==> src/rtl/instruction_fetch_unit.sv <==
// Instruction fetch unit: owns the fetch PC, drives the program ROM address
// and captures each {pc, instruction} pair into an in-order prefetch queue.
// Queued instructions are offered to decode through a valid/ready handshake.
// A redirect flushes the queue and restarts fetching at the new address.
//
// Ports:
//   clk, reset                        clock, asynchronous active-high reset
//   fetch_enable                      permits new ROM reads
//   rom_address / rom_instruction     program memory read port (combinational data)
//   instr_valid/ready/data/pc         decode-side handshake and head entry
//   redirect_valid / redirect_pc      flush and restart request
//   fifo_count                        current queue occupancy
module instruction_fetch_unit #(
  parameter int unsigned           DATA_WIDTH = 32,
  parameter int unsigned           FIFO_DEPTH = 4,
  parameter logic [DATA_WIDTH-1:0] RESET_PC   = '0
) (
  input  logic                  clk,
  input  logic                  reset,
  input  logic                  fetch_enable,
  output logic [DATA_WIDTH-1:0] rom_address,
  input  logic [DATA_WIDTH-1:0] rom_instruction,
  output logic                  instr_valid,
  input  logic                  instr_ready,
  output logic [DATA_WIDTH-1:0] instr_data,
  output logic [DATA_WIDTH-1:0] instr_pc,
  input  logic                  redirect_valid,
  input  logic [DATA_WIDTH-1:0] redirect_pc,
  output logic [4:0]            fifo_count
);

  localparam int unsigned PtrW     = $clog2(FIFO_DEPTH);
  localparam logic [4:0]  DepthCnt = 5'(FIFO_DEPTH);

  typedef enum logic [1:0] {StIdle, StFetch, StStall} state_e;

  state_e                state_q, state_d;
  logic [DATA_WIDTH-1:0] fetch_pc_q, fetch_pc_d;
  logic [PtrW-1:0]       rd_ptr_q, rd_ptr_d;
  logic [PtrW-1:0]       wr_ptr_q, wr_ptr_d;
  logic [4:0]            count_q, count_d;
  logic [DATA_WIDTH-1:0] mem_pc_q    [FIFO_DEPTH];
  logic [DATA_WIDTH-1:0] mem_instr_q [FIFO_DEPTH];

  logic                  pop;
  logic                  push;
  logic [DATA_WIDTH-1:0] redirect_target;

  assign pop  = instr_valid & instr_ready;
  // A full queue still accepts a push when the head leaves in the same cycle.
  assign push = fetch_enable & ~redirect_valid & ((count_q < DepthCnt) | pop);

  // Low address bits are forced to zero so fetches stay word aligned.
  assign redirect_target = redirect_pc & ~DATA_WIDTH'(3);

  // Queue and PC next-state.
  always_comb begin
    fetch_pc_d = fetch_pc_q;
    rd_ptr_d   = rd_ptr_q;
    wr_ptr_d   = wr_ptr_q;
    count_d    = count_q;

    if (redirect_valid) begin
      // The same-cycle pop has already been handed to the consumer; the rest is dropped.
      fetch_pc_d = redirect_target;
      rd_ptr_d   = '0;
      wr_ptr_d   = '0;
      count_d    = '0;
    end else begin
      if (push) begin
        fetch_pc_d = fetch_pc_q + DATA_WIDTH'(4);
        wr_ptr_d   = wr_ptr_q + PtrW'(1);
      end
      if (pop) begin
        rd_ptr_d = rd_ptr_q + PtrW'(1);
      end
      unique case ({push, pop})
        2'b10:   count_d = count_q + 5'd1;
        2'b01:   count_d = count_q - 5'd1;
        default: count_d = count_q;
      endcase
    end
  end

  // Fetch FSM next-state.
  always_comb begin
    state_d = state_q;
    unique case (state_q)
      StIdle: begin
        if (fetch_enable) begin
          state_d = (count_d == DepthCnt) ? StStall : StFetch;
        end
      end
      StFetch: begin
        if (!fetch_enable) begin
          state_d = StIdle;
        end else if (count_d == DepthCnt) begin
          state_d = StStall;
        end
      end
      StStall: begin
        if (!fetch_enable) begin
          state_d = StIdle;
        end else if (pop || redirect_valid) begin
          state_d = StFetch;
        end
      end
      default: state_d = StIdle;
    endcase
  end

  always_ff @(posedge clk or posedge reset) begin
    if (reset) begin
      state_q    <= StIdle;
      fetch_pc_q <= RESET_PC;
      rd_ptr_q   <= '0;
      wr_ptr_q   <= '0;
      count_q    <= '0;
    end else begin
      state_q    <= state_d;
      fetch_pc_q <= fetch_pc_d;
      rd_ptr_q   <= rd_ptr_d;
      wr_ptr_q   <= wr_ptr_d;
      count_q    <= count_d;
    end
  end

  always_ff @(posedge clk or posedge reset) begin
    if (reset) begin
      for (int i = 0; i < FIFO_DEPTH; i++) begin
        mem_pc_q[i]    <= '0;
        mem_instr_q[i] <= '0;
      end
    end else if (push) begin
      mem_pc_q[wr_ptr_q]    <= fetch_pc_q;
      mem_instr_q[wr_ptr_q] <= rom_instruction;
    end
  end

  assign rom_address = fetch_pc_q;
  assign instr_valid = (count_q != 5'd0);
  assign instr_data  = mem_instr_q[rd_ptr_q];
  assign instr_pc    = mem_pc_q[rd_ptr_q];
  assign fifo_count  = count_q;

  // The stall state is only ever entered with a full queue and left before it drains.
  stall_full_a: assert property (@(posedge clk) disable iff (reset)
    (state_q == StStall) |-> (count_q == DepthCnt));

endmodule
==> config.mk <==
export PLATFORM = sky130hd
export DESIGN_NAME = instruction_fetch_unit
export DESIGN_NICKNAME = d
export VERILOG_FILES = /design/src/rtl/instruction_fetch_unit.sv
export SDC_FILE = /design/constraint.sdc
export NUM_CORES = 1
export LEC_CHECK = 0
export BUFFER_PORTS_ARGS = -buffer_cell sky130_fd_sc_hd__clkbuf_2
export CAP_MARGIN = 20
export CORE_AREA = 2 2 163 165
export DETAILED_ROUTE_END_ITERATION = 8
export DIE_AREA = 0 0 165 167
export PLACE_DENSITY = 0.8
export SLEW_MARGIN = 20
export SYNTH_ARGS = -nofsm -noshare
export SYNTH_HDL_FRONTEND = slang
export SYNTH_SLANG_ARGS = --single-unit
==> constraint.sdc <==
create_clock -name clk -period 9.25 [get_ports clk]
set_input_delay 0.925 -clock clk [delete_from_list [all_inputs] [get_ports clk]]
set_output_delay 0.925 -clock clk [all_outputs]
set_load 0.02 [all_outputs]
==> metrics.yaml, run 1 <==
run_status: "finished clean"
grt_start_max_net_pins: 134
drtAntennaViolNets: 0
number_of_global_route_vias_before_repair: 8867
port-buffer-count: 164
start_util_pct: 52.1
netlist_area_mm2: 0.0134
yosysTopAreaCell: "sky130_fd_sc_hd__dfrtp_1"
post_synth_arst_share_pct: 100
postSynthAreaPerCell_um2: 14.6
insertedDiodeCount: 0
place_congestion: 0.832
count_of_yosys_warnings_during_synthesis: 0
adder_cell_share_of_the_synthesized_area_pct: 0.895
synth_top_cells_by_area: "sky130_fd_sc_hd__dfrtp_1 54%, sky130_fd_sc_hd__mux2_2 21%, sky130_fd_sc_hd__mux4_2 10%, sky130_fd_sc_hd__buf_6 2.0%, sky130_fd_sc_hd__nand4_1 0.98%"
post_drt_wl_per_cell_um: 21.5
cts_htree_levels: 1
synth_seq_cells: 287
power_switching_share_pct: 33.1
rr_worst_depth: 8
die_height_um: 167
tritoncts.num_buffers: 30
fillers: 1987
grt_remaining_overflow: 0
total_power_mw: 5.27
fp.dieArea_mm2: 0.0276
clock_path_buffers: 3
gr-usage-all-layers_pct: 22.2
dp.final_hpwl_mm: 18.2
hold_depth: 1
post_synth_mux_area_share_pct: 31.4
power.ir.vdd_worst_v: 0.000209
drive_gt1_share_pct: 50.8
placeableCoreArea_mm2: 0.0258
drcViolationCount: 0
synth_top_family_by_area: "multiplexers"
finish.net_count: 1131
final_number_of_hold_violating_endpoints: 0
maxCapViolCount: 0
internal_power_mw: 3.53
postRouteWirelength_mm: 30.3
setup_clock_skew_after_layout_ns: 0.00997
netlist.area_leader.share_pct: 53.5
post_synthesis_xor_xnor_area_fraction_pct: 0.653
fmax_mhz: 261
fin_tns_setup_ns: 0
total_switching_power_mw: 1.74
clock_tree.root_cell: "sky130_fd_sc_hd__clkbuf_16"
ctsHoldBuffers: 0
postCtsSetupRepairBufs: 0
fin_ws_ns: 5.41
leakage_nw: 6.95
cp_slowest_cell: "sky130_fd_sc_hd__buf_4"
worst_skew_pair.late_latency_ns: 0.55
fp-row-count: 59
critical_path.max_stage_delay_ns: 0.81
power.share.clock_pct: 24.0
pre_cts_slack_ns: 5.86
clk_transition_reported_paths_ns: 0.06
fraction_of_power_consumed_by_sequential_logic_pct: 40.5
synth_sequential_area_ratio_pct: 53.5
worst-slew-pin-transition_ns: 1.15
rsz0062_at_grt: "no"
worst_ep_required_time_ns: 8.33
vias: 8542
io_pins: 171
layoutNonFillerInstCount: 1410
synth_ff_type: "sky130_fd_sc_hd__dfrtp_1"
post_synth_and_or_nand_nor_area_fraction_pct: 5.36
synth-edff-count: 0
hold_wc_path_type: "reg -> reg"
netlist_instances: 919
die_width_um: 165
placed_cells: 1356
post-route-period-util_pct: 41.5
drt_iter0_markers: 611
grt_first_pass_wirelength_mm: 48.2
crit_arrival_ns: 2.91
clock_tree_from_tritoncts: "yes"
antenna_found_initial: 0
timing_worst_setup_path_type: "reg -> out"
p_comb_share_pct: 35.5
endpoint_kind: "output port"
synthDistinctLibCells: 58
cts_repair_resize_count: 0
pwr_density_cell_mw_per_mm2: 343
final_max_slew_viol_count: 0
setup_viol: 0
crit_path_launch_type: "flip-flop"
crit_path_max_fanout: 46
area_delta_synth_final_pct: 14.3
worst_slew_margin_rel_pct: 23.4
synth_compound_area_share_pct: 4.22
path_cells: "buf_4, mux4_2, clkbuf_2"
clock_sinks: 287
worst-r2r-setup-slack_ns: 6.33
via_per_inst: 6.06
drt_pass1_iterations: 5
period_needed_ns: 3.84
logic make-up after synthesis:
| group | Yosys count |
|---|---|
| mux | 312 |
| flops | 287 |
| simple gates | 137 |
| buf+inv | 87 |
| compound gates | 76 |
| xor+xnor | 10 |
| fa+ha+maj | 9 |
| other cells | 1 |
through the flow:
step | area (µm²) | util [%] | hold slack [ns]
finish | 15300 | 59.5 | 0.500
global route | 15300 | 59.5 | 0.508
CTS | 15300 | 59.5 | 0.501
detailed placement | 14300 | 55.4 | 0.488
global placement | 14300 | 55.4 | 0.482
floorplan | 13400 | - | 0.474
path summary, 6_finish.rpt:
kind,start,endpoint
max,rd_ptr_q[0]$_DFFE_PP0P_,instr_pc[2]
max in group asynchronous,reset,rd_ptr_q[0]$_DFFE_PP0P_
min in group asynchronous,reset,mem_instr_q[122]$_DFFE_PP0P_
max reg2reg,fifo_count[2]$_DFFE_PP0P_,fifo_count[4]$_DFFE_PP0P_
min,mem_pc_q[57]$_DFFE_PP0P_,mem_pc_q[57]$_DFFE_PP0P_
min reg2reg,mem_pc_q[57]$_DFFE_PP0P_,mem_pc_q[57]$_DFFE_PP0P_
cell usage after synthesis, types with 8 or more instances:
library cell	number
sky130_fd_sc_hd__nand4_1	21
sky130_fd_sc_hd__ha_1	8
sky130_fd_sc_hd__nand3_1	22
sky130_fd_sc_hd__o21ai_0	14
sky130_fd_sc_hd__o31ai_1	12
sky130_fd_sc_hd__inv_1	14
sky130_fd_sc_hd__buf_1	9
sky130_fd_sc_hd__clkbuf_1	30
sky130_fd_sc_hd__buf_6	24
sky130_fd_sc_hd__nor2_1	27
sky130_fd_sc_hd__nor3_1	8
sky130_fd_sc_hd__a31oi_1	10
sky130_fd_sc_hd__mux2_2	248
sky130_fd_sc_hd__mux4_2	62
sky130_fd_sc_hd__dfrtp_1	287
sky130_fd_sc_hd__nand2_1	23
power by group through the flow:
| stage | combinational (mW) | clock, mW | sequential [mW] |
|---|---|---|---|
| after floorplan | 1.46 | 0 | 2.03 |
| after global placement | 1.83 | 0 | 2.10 |
| after detailed placement | 1.88 | 0 | 2.15 |
| after CTS | 1.89 | 1.29 | 2.13 |
| after global routing | 2.01 | 1.35 | 2.21 |
| final | 1.87 | 1.27 | 2.13 |
cell type report:
type / instances / area, µm² / share of cell area, %
inverter: 15 / 63.8 / 0.416
multi-input combinational: 548 / 5740 / 37.4
tap: 335 / 419 / 2.73
clock inverter: 13 / 171 / 1.12
timing repair buffer: 171 / 877 / 5.72
sequential: 287 / 7190 / 46.9
clock buffer: 41 / 873 / 5.70
worst max-delay path: cells and delay by family, from the launching register on:
kind | cells | cell delay, ns
flip-flops | 1 | 0.70
multiplexers | 1 | 0.64
buffers and inverters | 2 | 0.99
cell usage in the layout (no fill, tap or decap), types with 8 or more instances in the layout:
master,Yosys,routed
sky130_fd_sc_hd__nand4_1,21,21
sky130_fd_sc_hd__o21ai_0,14,14
sky130_fd_sc_hd__mux4_2,62,62
sky130_fd_sc_hd__inv_1,14,13
sky130_fd_sc_hd__o31ai_1,12,12
sky130_fd_sc_hd__nor2_1,27,27
sky130_fd_sc_hd__nand2_1,23,23
sky130_fd_sc_hd__dfrtp_1,287,285
sky130_fd_sc_hd__nor3_1,8,8
sky130_fd_sc_hd__nand3_1,22,22
sky130_fd_sc_hd__clkbuf_16,0,31
sky130_fd_sc_hd__a31oi_1,10,10
sky130_fd_sc_hd__mux2_2,248,248
sky130_fd_sc_hd__ha_1,8,8
sky130_fd_sc_hd__clkbuf_2,1,164
state kept, by name (all words and copies together) (netlist names):
register and cells:
rd_ptr_q 2, wr_ptr_q 2, mem_instr_q 128, fifo_count 5, mem_pc_q 120, rom_address 30
routing by layer:
| layer | vias to the layer above | GRT usage, % | wire [µm] |
|---|---|---|---|
| li1 | 3716 | - | - |
| met1 | 4485 | 30.0 | 12600 |
| met2 | 296 | 36.9 | 15000 |
| met3 | 45 | 4.46 | 2050 |
| met4 | 0 | 5.86 | 595 |
| met5 | - | 0 | 0 |
No activity file was read; power rests on OpenSTA's default activity.
==> run 2, diff against run 1 <==
Settings changed: CORE_AREA 2 2 163 165 to 2 2 156 158, DIE_AREA 0 0 165 167 to 0 0 158 160, PLACE_DENSITY 0.8 to 0.83.
Clock period 9.25 ns to 3.8 ns, I/O delays scaled along.
==> run 2 against run 1 <==
  * Clock power rose by 130%
  * Via count shrank 1.5%
  * Critical path depth did not move
  * Largest power group unchanged
  * Largest cell class unchanged
  * Critical path type unchanged
  * Non-clock buffer count increased by 7
  * Clock-buffer cell count increased by 8
  * Cell area grew 0.26%
  * Die area fell by 8.3%
  * Setup slack got worse by 4.5 ns
  * Register-to-register slack got worse by 5.4 ns
==> metrics.yaml, run 2 (same netlist as run 1, synthesis figures left out) <==
start_util_pct: 56.3
setup_viol: 0
fmax_mhz: 343
endpoint_kind: "output port"
crit_path_max_fanout: 29
dp.final_hpwl_mm: 18.1
register_area_mm2: 0.00719
drt_pass1_iterations: 5
mostFrequentLayoutCell: "sky130_fd_sc_hd__dfrtp_1"
cts_htree_levels: 1
final_max_slew_viol_count: 0
drcViolationCount: 0
gr-usage-all-layers_pct: 23.9
layout.cells.most_common_list: "285 x sky130_fd_sc_hd__dfrtp_1, 248 x sky130_fd_sc_hd__mux2_2, 164 x sky130_fd_sc_hd__clkbuf_2"
tritoncts.num_buffers: 31
crit_path_launch_type: "flip-flop"
rsz0062_at_grt: "no"
drtAntennaViolNets: 0
ctsHoldBuffers: 1
crit_arrival_ns: 2.53
die_height_um: 160
worst_ep_required_time_ns: 3.42
area_occupied_by_multi_input_gates_mm2: 0.00574
worst-r2r-setup-slack_ns: 0.94
postRouteWirelength_mm: 29.5
fp.dieArea_mm2: 0.0253
area_delta_synth_final_pct: 14.6
clock_path_buffers: 3
clock_tree_from_tritoncts: "yes"
fp-row-count: 57
worst-slew-pin-transition_ns: 1.06
vias: 8412
die_width_um: 158
drive_gt1_share_pct: 51.0
period_needed_ns: 2.91
worst_hold_path.endpoint: "rom_address[7]$_DFFE_PP0N_"
largest_register: "mem_instr_q"
drt_iter0_markers: 568
grt_remaining_overflow: 0
setup_clock_skew_after_layout_ns: 0.00701
leakage_nw: 6.97
place_area_mm2: 0.0143
via_per_inst: 5.97
maxCapViolCount: 0
io_pins: 171
fin_area_mm2: 0.0154
worst_slew_margin_rel_pct: 29.0
hold_wc_path_type: "in -> reg"
layout.core_utilization_pct: 64.5
post_drt_wl_per_cell_um: 20.9
number_of_global_route_vias_before_repair: 8986
finish.net_count: 1139
antenna_found_initial: 2
post-route-period-util_pct: 76.6
holdCritStartpoint: "redirect_pc[7]"
pwr_density_cell_mw_per_mm2: 824
postCtsSetupRepairBufs: 0
run_status: "finished clean"
crit-reg2reg-capture: "mem_instr_q[33]$_DFFE_PP0P_"
grt_first_pass_wirelength_mm: 47.8
clock_sinks: 287
rr_worst_depth: 4
largest_reg_flops: 128
timing_worst_setup_path_type: "reg -> out"
final_number_of_hold_violating_endpoints: 0
clk_transition_reported_paths_ns: 0.06
clock_tree.root_cell: "sky130_fd_sc_hd__clkbuf_16"
worst_skew_pair.late_latency_ns: 0.56
total_power_mw: 12.7
place_congestion: 0.799
fillers: 1786
hold_depth: 3
cts_repair_resize_count: 0
power.ir.vdd_worst_v: 0.000436
grt_start_max_net_pins: 101
placeableCoreArea_mm2: 0.0238
port-buffer-count: 164
regToRegStartpoint: "fifo_count[2]$_DFFE_PP0P_"
run 2: where the power goes:
part	switching (mW)	internal [mW]	total [mW]
combinational	2.17	2.35	4.52
clock	1.18	1.74	2.92
sequential	0.851	4.38	5.23
run 2: worst max-delay path by stage:
stage | to | slack [ns] | from
6_report | instr_pc[4] | 0.89 | rd_ptr_q[0]$_DFFE_PP0P_
3_3_place_gp | mem_pc_q[20]$_DFFE_PP0P_ | 0.99 | fifo_count[2]$_DFFE_PP0P_
5_1_grt | instr_pc[8] | 0.74 | rd_ptr_q[0]$_DFFE_PP0P_
2_1_floorplan | fifo_count[0]$_DFFE_PP0P_ | -0.39 | reset
4_1_cts | instr_pc[8] | 0.81 | rd_ptr_q[0]$_DFFE_PP0P_
3_5_place_dp | mem_instr_q[95]$_DFFE_PP0P_ | 0.94 | fifo_count[2]$_DFFE_PP0P_
run 2: cell type report:
| type | instances | area share, % |
|---|---|---|
| clock buffers | 49 | 6.33 |
| multi-input cells | 548 | 37.3 |
| repair buffers | 178 | 6.28 |
| inverters | 15 | 0.391 |
| clock inverters | 6 | 0.244 |
| diodes | 1 | 0.0163 |
| flip-flops and latches | 287 | 46.8 |
| well taps | 324 | 2.64 |
run 2: metrics by stage:
step / setup WS (ns) / setup TNS (ns) / hold WS [ns] / instances
floorplan: -0.385 / -110.56 / 0.474 / 922
global placement: 0.994 / 0 / 0.348 / 1351
detailed placement: 0.935 / 0 / 0.348 / 1351
CTS: 0.806 / 0 / 0.0229 / 1407
global route: 0.741 / 0 / 0.0352 / 1408
finish: 0.888 / 0 / 0.0311 / 1408
run 2: layer usage:
| layer | part of all wire (%) | track usage, % | wire (µm) |
|---|---|---|---|
| met5 | 0.044 | 0 | 13 |
| met4 | 2.3 | 6.27 | 676 |
| met3 | 7.1 | 5.32 | 2090 |
| met2 | 49 | 40.2 | 14600 |
| met1 | 41 | 31.6 | 12100 |
run 2: worst max-delay path: stages, from the launching register on:
cell and delay, ns:
sky130_fd_sc_hd__dfrtp_4 0.85, sky130_fd_sc_hd__buf_4 0.38, sky130_fd_sc_hd__mux4_2 0.56, sky130_fd_sc_hd__clkbuf_2 0.18
